<file path="config.mk">
export PLATFORM = sky130hd
export DESIGN_NAME = timer16x2
export DESIGN_NICKNAME = d
export VERILOG_FILES = /design/src/rtl/timer16x2.sv
export SDC_FILE = /design/constraint.sdc
export NUM_CORES = 1
export LEC_CHECK = 0
export CAP_MARGIN = 40
export CORE_MARGIN = 2
export CORE_UTILIZATION = 50
export CTS_CLUSTER_DIAMETER = 30
export DETAILED_ROUTE_END_ITERATION = 6
export PLACE_DENSITY = 0.71
export SLEW_MARGIN = 20
export SYNTH_ARGS = -nofsm -noshare
export SYNTH_HDL_FRONTEND = slang
export SYNTH_SLANG_ARGS = --single-unit
export TNS_END_PERCENT = 1
</file>
<file path="constraint.sdc">
create_clock -name clock -period 3.2 [get_ports clock]
set_clock_uncertainty 0.05 [all_clocks]
set_input_delay 0.64 -clock clock [delete_from_list [all_inputs] [get_ports clock]]
set_output_delay 0.64 -clock clock [all_outputs]
set_load 0.02 [all_outputs]
</file>
<file path="src/rtl/timer16x2.sv">
// Two-channel 16-bit I/O-mapped timer/counter with terminal-count pulses and optional auto-reload.
// Define TIMER16X2_IRQ_EN to add a registered irq output (done0 | done1).
module timer16x2 #(
  parameter int unsigned CNT_W = 16
) (
  input  logic             clock,
  input  logic             reset_n,
  input  logic             cs,
  input  logic             iowrite,
  input  logic             ioread,
  input  logic [3:0]       addr,
  input  logic [CNT_W-1:0] wdata,
  output logic [CNT_W-1:0] rdata,
  input  logic             pulse0,
  input  logic             pulse1,
  output logic             cout0,
  output logic             cout1
`ifdef TIMER16X2_IRQ_EN
  ,
  output logic             irq
`endif
);

  typedef enum logic [1:0] {StIdle, StRun, StDone} state_e;

  state_e           state_q [2];
  state_e           state_d [2];
  logic [1:0]       mode_q  [2];
  logic [1:0]       mode_d  [2];
  logic [CNT_W-1:0] init_q  [2];
  logic [CNT_W-1:0] init_d  [2];
  logic [CNT_W-1:0] count_q [2];
  logic [CNT_W-1:0] count_d [2];
  logic [2:0]       sync_q  [2];
  logic [1:0]       done_q, done_d, cout_q, cout_d;
  logic [1:0]       run, tick, edge_det, mode_wr, init_wr, stat_rd, pulse_in;

  assign pulse_in = {pulse1, pulse0};
  assign cout0    = cout_q[0];
  assign cout1    = cout_q[1];

  // Channel n owns offsets MODE 0x0+2n, STATUS 0x4+2n, INIT/COUNT 0x8+2n.
  always_comb begin
    mode_wr  = '0;
    init_wr  = '0;
    stat_rd  = '0;
    edge_det = '0;
    tick     = '0;
    run      = '0;
    for (int n = 0; n < 2; n++) begin
      mode_wr[n]  = cs & iowrite & (addr == 4'(2 * n));
      stat_rd[n]  = cs & ioread & (addr == 4'(4 + 2 * n));
      init_wr[n]  = cs & iowrite & (addr == 4'(8 + 2 * n));
      edge_det[n] = sync_q[n][1] & ~sync_q[n][2];
      tick[n]     = mode_q[n][0] ? edge_det[n] : 1'b1;
      // The reload cycle of a repeating channel still counts as running.
      run[n]      = (state_q[n] == StRun) || ((state_q[n] == StDone) && mode_q[n][1]);
    end
  end

  always_comb begin
    done_d = done_q;
    cout_d = '0;
    for (int n = 0; n < 2; n++) begin
      state_d[n] = state_q[n];
      mode_d[n]  = mode_q[n];
      init_d[n]  = init_q[n];
      count_d[n] = count_q[n];
      if (stat_rd[n]) begin
        done_d[n] = 1'b0;
      end
      if (mode_wr[n]) begin
        mode_d[n]  = wdata[1:0];
        done_d[n]  = 1'b0;
        state_d[n] = StIdle;
      end else if (init_wr[n]) begin
        // A write wins over a coincident tick.
        init_d[n]  = wdata;
        count_d[n] = wdata;
        done_d[n]  = 1'b0;
        state_d[n] = (wdata != '0) ? StRun : StIdle;
      end else begin
        unique case (state_q[n])
          StRun: begin
            if (tick[n]) begin
              if (count_q[n] == CNT_W'(1)) begin
                count_d[n] = '0;
                done_d[n]  = 1'b1;
                cout_d[n]  = 1'b1;
                state_d[n] = StDone;
              end else begin
                count_d[n] = count_q[n] - CNT_W'(1);
              end
            end
          end
          StDone: begin
            if (mode_q[n][1]) begin
              count_d[n] = init_q[n];
              state_d[n] = StRun;
            end else begin
              state_d[n] = StIdle;
            end
          end
          default: ;
        endcase
      end
    end
  end

  always_ff @(posedge clock or negedge reset_n) begin
    if (!reset_n) begin
      for (int n = 0; n < 2; n++) begin
        state_q[n] <= StIdle;
        mode_q[n]  <= '0;
        init_q[n]  <= '0;
        count_q[n] <= '0;
        sync_q[n]  <= '0;
      end
      done_q <= '0;
      cout_q <= '0;
    end else begin
      for (int n = 0; n < 2; n++) begin
        state_q[n] <= state_d[n];
        mode_q[n]  <= mode_d[n];
        init_q[n]  <= init_d[n];
        count_q[n] <= count_d[n];
        sync_q[n]  <= {sync_q[n][1:0], pulse_in[n]};
      end
      done_q <= done_d;
      cout_q <= cout_d;
    end
  end

  always_comb begin
    rdata = '0;
    if (cs & ioread) begin
      case (addr)
        4'h4:    rdata[CNT_W-1 -: 2] = {done_q[0], run[0]};
        4'h6:    rdata[CNT_W-1 -: 2] = {done_q[1], run[1]};
        4'h8:    rdata = count_q[0];
        4'hA:    rdata = count_q[1];
        default: rdata = '0;
      endcase
    end
  end

`ifdef TIMER16X2_IRQ_EN
  logic irq_q;

  always_ff @(posedge clock or negedge reset_n) begin
    if (!reset_n) begin
      irq_q <= 1'b0;
    end else begin
      irq_q <= |done_q;
    end
  end

  assign irq = irq_q;
`endif

endmodule

</file>
==> summary.txt, run 1 <==
Status
  • Status: finished with violations
  • Violated checks: DRC

Yosys
  • Mapped cell area: 4560 µm²
  • Number of synthesized flops with an enable pin: 0
  • Gate Count Post-Synth: 473
  • Syn Area/Cell: 9.64 µm²
  • Unique masters post-synth: 60
  • Yosys warns: 0
  • Top_reg_cell synth: dfrtp_1
  • Post-synthesis sequential area ratio: 0.450
  • Synth Net Count: 508
  • FFs w/ async S/R, synth: 1.00
  • #FFs+latches synth: 82

Clock tree
  • Clk sinks: 82
  • Worst-case clock buffer depth: 2
  • TritonCTS Buffers: 9
  • CTS tree: yes
  • Post-CTS setup buffers: 0
  • Root Buffer: clkbuf_8
  • Later-pin clock latency in the skew report: 0.36 ns
  • H-tree levels: 3
  • Worst-path clk slew: 0.08 ns

Floorplanning
  • Die Y-Extent: 99.5 µm
  • Core area: 8760 µm²
  • Die width: 99.5 µm
  • Die area: 9900 µm²
  • I/O Pins: 45
  • Initial core utilization: 0.520
  • Row count: 34

Placement
  • Port Buffers: 44
  • Global placement routability congestion: 0.910
  • DP HPWL: 9.20 mm
  • Post-placement cell count: 623
  • Cell Area, Placed: 5260 µm²

Worst setup path
  • WS Path Type: in2out
  • CP arrival: 2.36 ns
  • Worst R2R End: count_q[26]$_DFFE_PN0P_
  • Reg2Reg Depth: 8
  • CP required: 2.51 ns
  • R2r setup slk: 0.77 ns
  • CP Launch Type: input pin
  • Max FO, Critical Path: 19
  • RR Startpoint: count_q[17]$_DFFE_PN0P_
  • Crit end category: output port

Final layout
  • Sequential cell area: 2050 µm²
  • Antenna cell count: 0
  • Fillers: 759
  • Syn-to-layout area delta: 19.4%
  • Area of the multi-input gates: 2210 µm²
  • Utilization after layout: 0.621
  • Share of layout cells above drive strength 1: 0.132
  • Post-layout instance area: 5440 µm²
  • Nets: 561
  • Non-Filler Instances: 639

Timing
  • Hold Fails Final Rpt: 0
  • Slew Viols, Final: 0
  • Relative slew slack: 0.573
  • Tcrit/Tclk final: 0.953
  • Final setup vio count: 0
  • RSZ-0062 raised after global routing: false
  • Final TNS setup: 0 ns
  • Worst Max-Slew Pin Slew: 0.639 ns
  • Max Freq: 328 MHz
  • Min Tclk post-route: 3.05 ns

GRT
  • Vias in the first global route: 4065
  • GRT Residual Overflow: 0
  • Global-route wire length before repair: 21.3 mm
  • Largest net degree at the start of global routing: 53
  • Tot GR Track Use: 0.277
  • Initial antenna violation count: 0

Detailed routing
  • WL per Instance: 20.2 µm
  • Iter 0 DRT Violations: 355
  • DR vias: 4022
  • Final ANT Viol Nets: 0
  • Remaining DRCs: 3
  • Pre-antenna DRT Iters: 7
  • Detailed Route WL: 12.9 mm
  • Vias/cell: 6.29

Power and ir drop
  • Max VDD drop: 0.332 mV
  • Leakage: 2.40 nW
  • PD cells: 783 nW/µm²
  • Design Power: 4.26 mW

Worst hold path
  • Min-Delay Path Class: in2async

Flow run
  • Max Cap Viol: 0
[routing by layer]
layer / global-route usage / share of wire / vias up
li1: - / - / 1859
met1: 0.393 / 0.44 / 1950
met5: 0 / 0 / -
met2: 0.428 / 0.46 / 185
met3: 0.0387 / 0.074 / 28
met4: 0.114 / 0.029 / 0
[worst max path at each step]
stage | startpoint | to
floorplan | addr[3] | rdata[10]
global placement | addr[3] | rdata[14]
detailed placement | addr[3] | rdata[14]
CTS | addr[3] | rdata[14]
global route | addr[3] | rdata[14]
finish | addr[3] | rdata[14]
[placed cells by master (no fill, tap or decap), types with 3 or more instances in the layout]
cell	n
and2_1	4
buf_12	5
o21ai_1	16
o32ai_1	8
nor4_1	11
a32oi_1	5
nor2_1	32
ha_1	8
o22ai_1	17
and4_1	3
nand4_1	4
nand2_1	35
a31oi_1	3
a221oi_1	3
nor3_1	12
dfrtp_1	82
a22oi_1	26
inv_1	39
nand3_1	10
mux2i_1	14
a21oi_1	19
clkbuf_8	10
dlygate4sd2_1	16
clkdlybuf4s50_1	27
buf_4	22
mux2_2	17
nand2b_1	8
or4_1	3
a22o_1	16
mux2_1	3
or3_1	7
[cell families (layout without fill, tap and decap cells)]
kind of cell | after synthesis | in the layout | share of synthesized area
flops | 82 | 82 | 0.450
fa+ha+maj | 8 | 8 | 0.0220
xor+xnor | 1 | 1 | 0.00192
simple gates | 144 | 144 | 0.167
buf+inv | 68 | 126 | 0.0675
mux | 34 | 34 | 0.0801
compound gates | 136 | 136 | 0.212
[power breakdown]
| group | leakage [nW] | switching, mW | internal, mW | total [mW] |
|---|---|---|---|---|
| Combinational | 1.25 | 1.05 | 0.750 | 1.80 |
| Clock | 0.0966 | 0.390 | 0.383 | 0.773 |
| Sequential | 1.05 | 0.352 | 1.34 | 1.69 |
[stage by stage]
step | hold WS [ns] | setup WS (ns)
CTS | 0.176 | 0.138
global route | 0.186 | 0.0171
floorplan | 0.281 | 0.671
global placement | 0.285 | -0.150
detailed placement | 0.285 | -0.0976
finish | 0.161 | 0.151
[timing repair]
action / 4_1_cts / 5_1_grt
hold buffers: 0 / 0
endpoints found under the setup margin: 16 / 2
gates resized for setup: 17 / 1
[Yosys cell counts, drive strengths merged, types with 2 or more instances]
library cell | number | share of area
nand2b | 8 | 0.011
a22oi | 26 | 0.043
buf | 18 | 0.026
a221oi | 3 | 0.0058
o41ai | 2 | 0.0038
mux2i | 14 | 0.031
a21boi | 2 | 0.0033
nor4 | 12 | 0.018
a22o | 16 | 0.031
mux2 | 20 | 0.049
o21ai | 18 | 0.020
a31oi | 3 | 0.0041
nor4b | 3 | 0.0091
nor3 | 14 | 0.015
and4 | 3 | 0.0058
o21a | 2 | 0.0033
nand3 | 10 | 0.011
o221ai | 2 | 0.0038
a21oi | 19 | 0.021
clkbuf | 11 | 0.0091
and2 | 5 | 0.0069
dfrtp | 82 | 0.45
inv | 39 | 0.032
a32oi | 5 | 0.0096
a222oi | 2 | 0.0044
ha | 8 | 0.022
nand4 | 4 | 0.0055
o22ai | 18 | 0.026
or3 | 7 | 0.0096
nor2 | 32 | 0.026
nor3b | 2 | 0.0033
nand2 | 36 | 0.031
or2 | 2 | 0.0027
or4 | 3 | 0.0049
o32ai | 8 | 0.015
[sequential cells by signal, indices dropped and copies added (netlist names)]
signal   count
state_q      4
init_q      32
done_q       2
cout_q       2
count_q     32
sync_q       6
mode_q       4
[layout make-up]
class / count / share of cell area
well taps: 108 / 0.0248
inverters: 39 / 0.0269
flip-flops and latches: 82 / 0.377
repair buffers: 71 / 0.129
clock buffers: 12 / 0.0267
multi-input cells: 323 / 0.406
clock inverters: 4 / 0.00943
[critical path, stage by stage]
cell	delay [ns]
clkdlybuf4s50_1	0.57
nor4b_4	0.31
buf_12	0.19
a22oi_1	0.11
a31oi_1	0.18
dlygate4sd2_1	0.35
Note: power is estimated with default switching activity, not from simulation.
==> run 2, diff against run 1 <==
Settings changed: SKIP_CTS_REPAIR_TIMING from default to 1.
==> run 2 against run 1 <==
The flow finishes with violations (setup timing). Via count up 0.40%. Worst hold slack improved by 0.0033 ns. First-iteration DRC count down 12%. Critical endpoint is now rdata[4]. Combinational power hardly changed. Wire length grew 0.48%. Critical path type unchanged.
==> summary.txt, run 2 (synthesized netlist as in run 1, its figures left out) <==
Final layout
  • Syn-to-layout area delta: 20.6%
  • Post-layout instance area: 5500 µm²
  • Most frequent cells in the layout: dfrtp_1 (82), inv_1 (39), nand2_1 (35)
  • Fillers: 748
  • Nets: 561
  • Sequential cell area: 2050 µm²
  • Share of layout cells above drive strength 1: 0.132
  • Antenna cell count: 0
  • Most common cell after layout, fill and taps aside: dfrtp_1
  • Largest regs: count_q (32), init_q (32), sync_q (6)
  • Non-Filler Instances: 639
  • Area of the multi-input gates: 2210 µm²

Power and ir drop
  • Comb power frac: 0.422
  • Sequential cell fraction of total power: 0.396
  • Switch share: 0.420
  • Design Power: 4.26 mW
  • Switch Pwr: 1.79 mW
  • Leakage: 2.60 nW
  • PD cells: 775 nW/µm²
  • Clock group share of total power: 0.182
  • Internal power: 2.47 mW
  • Max VDD drop: 0.335 mV

Floorplanning
  • I/O Pins: 45
  • Die width: 99.5 µm
  • Die area: 9900 µm²
  • Initial core utilization: 0.520
  • Die Y-Extent: 99.5 µm
  • Row count: 34
  • Core area: 8760 µm²

Timing
  • RSZ-0062 raised after global routing: true
  • Tcrit/Tclk final: 1.02
  • Hold Fails Final Rpt: 0
  • Worst Slack Setup Final: -0.0797 ns
  • Hold Slack: 0.164 ns
  • Worst Max-Slew Pin Slew: 0.686 ns
  • Max Freq: 305 MHz
  • Min Tclk post-route: 3.28 ns
  • Final TNS setup: -0.0797 ns
  • Slew Viols, Final: 0
  • Relative slew slack: 0.541
  • Final setup vio count: 1

Worst setup path
  • CP arrival: 2.59 ns
  • Reg2Reg Depth: 8
  • CP Launch Type: input pin
  • WS Path Type: in2out
  • RR Startpoint: count_q[17]$_DFFE_PN0P_
  • Crit end category: output port
  • R2r setup slk: 0.78 ns
  • Max FO, Critical Path: 11
  • Launch point of the worst path: addr[3]
  • CP required: 2.51 ns
  • Worst R2R End: count_q[26]$_DFFE_PN0P_

Detailed routing
  • WL per Instance: 20.3 µm
  • Detailed Route WL: 13.0 mm
  • Pre-antenna DRT Iters: 6
  • Iter 0 DRT Violations: 312
  • Remaining DRCs: 0
  • Final ANT Viol Nets: 0
  • DR vias: 4038
  • Vias/cell: 6.32

GRT
  • Tot GR Track Use: 0.277
  • GRT Residual Overflow: 0
  • Global-route wire length before repair: 21.3 mm
  • Initial antenna violation count: 0
  • Largest net degree at the start of global routing: 53
  • Vias in the first global route: 4065

Placement
  • Global placement routability congestion: 0.910
  • Post-placement cell count: 623
  • Port Buffers: 44
  • Cell Area, Placed: 5260 µm²
  • DP HPWL: 9.20 mm

Clock tree
  • Root Buffer: clkbuf_8
  • CTS tree: yes
  • Worst-case clock buffer depth: 2
  • TritonCTS Buffers: 9
  • Worst-path clk slew: 0.08 ns
  • H-tree levels: 3
  • Clk sinks: 82
  • Later-pin clock latency in the skew report: 0.36 ns

Status
  • Status: finished with violations
  • Violated checks: setup timing

Flow run
  • Max Cap Viol: 0

Worst hold path
  • Min-Delay Path Class: in2async
-- run 2: per-layer routing --
layer | vias to the layer above | track usage | routed length (µm) | part of all wire
met3 | 28 | 0.0387 | 878 | 0.068
li1 | 1861 | - | - | -
met4 | 0 | 0.114 | 393 | 0.030
met5 | - | 0 | 0 | 0
met1 | 1964 | 0.393 | 5740 | 0.44
met2 | 185 | 0.428 | 5960 | 0.46
-- run 2: worst max-delay path by stage --
stage | to | slack, ns | cells after the start
3_3_place_gp | rdata[14] | -0.15 | 6
2_1_floorplan | rdata[10] | 0.67 | 5
4_1_cts | rdata[5] | -0.15 | 6
3_5_place_dp | rdata[14] | -0.1 | 6
6_report | rdata[4] | -0.08 | 6
5_1_grt | rdata[4] | -0.22 | 6
-- run 2: layout make-up --
type / instances / share of cell area
Clock buffer: 12 / 0.0264
Clock inverter: 4 / 0.00933
Inverter: 39 / 0.0266
Multi-Input combinational cell: 323 / 0.402
Sequential cell: 82 / 0.373
Tap cell: 108 / 0.0246
Timing Repair Buffer: 71 / 0.138
-- run 2: power by group through the flow --
stage	logic [mW]	clock network, mW	registers (mW)
global route	1.99	0.833	1.73
global placement	1.69	0	1.69
finish	1.80	0.774	1.69
floorplan	1.31	0	1.55
detailed placement	1.78	0	1.70
CTS	1.79	0.787	1.68
-- run 2: critical path, cell delays in order --
cell and delay [ns]:
clkdlybuf4s50_1 0.57, and4bb_2 0.34, buf_4 0.20, a22oi_1 0.10
nor2_1 0.12, clkdlybuf4s50_1 0.61
-- run 2: metrics by stage --
step / setup WS (ns) / util
6_report: -0.0797 / 0.628
5_1_grt: -0.224 / 0.628
4_1_cts: -0.147 / 0.623
3_5_place_dp: -0.0976 / 0.600
3_3_place_gp: -0.150 / 0.597
2_1_floorplan: 0.671 / -
==> run 3, diff against run 2 <==
Settings changed: REMOVE_ABC_BUFFERS from default to 1.
==> run 3 against run 2 <==
The flow now finishes without violations. Power fell by 1.3%. Global-route usage fell by 0.97 points. Worst hold slack improved by 0.011 ns. Register-to-register slack improved by 0.08 ns. Sequential share of layout area rose by 0.37 points. Count of clock-buffer cells in the layout did not move. Clock power fell by 4.9%. Utilization fell by 0.61 points.
==> summary.txt, run 3 (synthesized netlist as in run 1, its figures left out) <==
Clock tree
  • CTS tree: yes
  • Worst-path clk slew: 0.08 ns
  • Worst-case clock buffer depth: 2
  • Root Buffer: clkbuf_8
  • Clk sinks: 82
  • TritonCTS Buffers: 9
  • Later-pin clock latency in the skew report: 0.35 ns
  • H-tree levels: 3

GRT
  • Tot GR Track Use: 0.267
  • GRT Residual Overflow: 0
  • Initial antenna violation count: 0
  • Vias in the first global route: 4046
  • Largest net degree at the start of global routing: 53
  • Global-route wire length before repair: 20.8 mm

Final layout
  • Share of layout cells above drive strength 1: 0.115
  • Most common cell after layout, fill and taps aside: dfrtp_1
  • Non-Filler Instances: 631
  • Post-layout instance area: 5450 µm²
  • Utilization after layout: 0.622
  • Most frequent cells in the layout: dfrtp_1 (82), inv_1 (39), nand2_1 (35)
  • Nets: 553
  • Largest regs: count_q (32), init_q (32), sync_q (6)
  • Antenna cell count: 0
  • Syn-to-layout area delta: 19.5%

Floorplanning
  • Core area: 8760 µm²
  • Row count: 34
  • Die width: 99.5 µm
  • Die Y-Extent: 99.5 µm
  • Initial core utilization: 0.520
  • Die area: 9900 µm²
  • I/O Pins: 45

Placement
  • Pre-CTS setup slack: -0.143 ns
  • Global placement routability congestion: 0.872
  • Cell Area, Placed: 5210 µm²
  • DP HPWL: 9.05 mm
  • Post-placement cell count: 615
  • Port Buffers: 44

Worst setup path
  • R2r setup slk: 0.86 ns
  • CP required: 2.51 ns
  • Worst R2R End: count_q[28]$_DFFE_PN0P_
  • CP Launch Type: input pin
  • Max FO, Critical Path: 19
  • Crit end category: output port
  • Reg2Reg Depth: 6
  • WS Path Type: in2out
  • CP arrival: 2.27 ns
  • RR Startpoint: count_q[17]$_DFFE_PN0P_

Detailed routing
  • Detailed Route WL: 12.6 mm
  • Iter 0 DRT Violations: 337
  • Pre-antenna DRT Iters: 5
  • WL per Instance: 20.0 µm
  • DR vias: 3974
  • Final ANT Viol Nets: 0
  • Remaining DRCs: 0
  • Vias/cell: 6.30

Timing
  • Max Freq: 338 MHz
  • Slew Viols, Final: 0
  • Final setup vio count: 0
  • RSZ-0062 raised after global routing: false
  • Hold Fails Final Rpt: 0
  • Worst Slack Setup Final: 0.243 ns
  • Relative slew slack: 0.551
  • Min Tclk post-route: 2.96 ns
  • Tcrit/Tclk final: 0.924
  • Worst Max-Slew Pin Slew: 0.672 ns

Power and ir drop
  • PD cells: 772 nW/µm²
  • Design Power: 4.20 mW
  • Leakage: 2.57 nW
  • Max VDD drop: 0.308 mV

Worst hold path
  • Min-Delay Path Class: in2async

Flow run
  • Max Cap Viol: 0

Status
  • Status: completed
## run 3: cell count changes in the layout (fill, tap and decap cells not counted)
cell and delta:
buf_4 -9, clkinvlp_4 +2, and4bb_1 +1, and4bb_2 -1
buf_12 +1, clkbuf_1 +1, clkbuf_8 -1, clkdlybuf4s50_1 -1
clkinv_2 -1, clkinv_4 -1, dlymetal6s2s_1 +1
## run 3: worst max-delay path: stages
cell             delay [ns]
clkdlybuf4s50_1        0.54
nor4b_4                0.38
buf_12                 0.19
a22oi_1                0.07
a31oi_1                0.19
dlymetal6s2s_1         0.25
## run 3: power breakdown
part	switching [mW]	internal [mW]	leakage, nW	total, mW
Clock	0.374	0.362	0.0828	0.736
Sequential	0.359	1.34	1.05	1.70
Combinational	1.03	0.741	1.44	1.77
Total	1.76	2.44	2.57	4.20
## run 3: per-stage QoR
step	hold slack, ns	TNS [ns]
final	0.175	0
after global routing	0.193	0
after CTS	0.184	-0.698
after detailed placement	0.291	-0.453
after global placement	0.286	-0.474
after floorplan	0.281	-2.33
## run 3: per-layer routing
layer,track usage,routed length [µm]
met1,0.369,5560
met2,0.424,6050
met3,0.0534,743
met4,0.0885,255
met5,0,0
## run 3: how the worst max path moves through the flow
stage / slack, ns / to / depth (start not counted) / startpoint
after floorplan: -0.20 / count_q[3]$_DFFE_PN0P_ / 5 / addr[2]
after global placement: -0.15 / rdata[14] / 6 / addr[2]
after detailed placement: -0.14 / rdata[14] / 6 / addr[2]
after CTS: -0.15 / rdata[14] / 6 / addr[0]
after global routing: 0.17 / rdata[14] / 6 / addr[1]
final: 0.24 / rdata[14] / 6 / addr[1]
## run 3: area by class of cell
type	count	area [µm²]
Sequential cell	82	2050
Fill cell	752	3320
Inverter	39	146
Tap cell	108	135
Multi-Input combinational cell	323	2210
Clock inverter	4	52.6
Timing Repair Buffer	63	716
Clock buffer	12	135
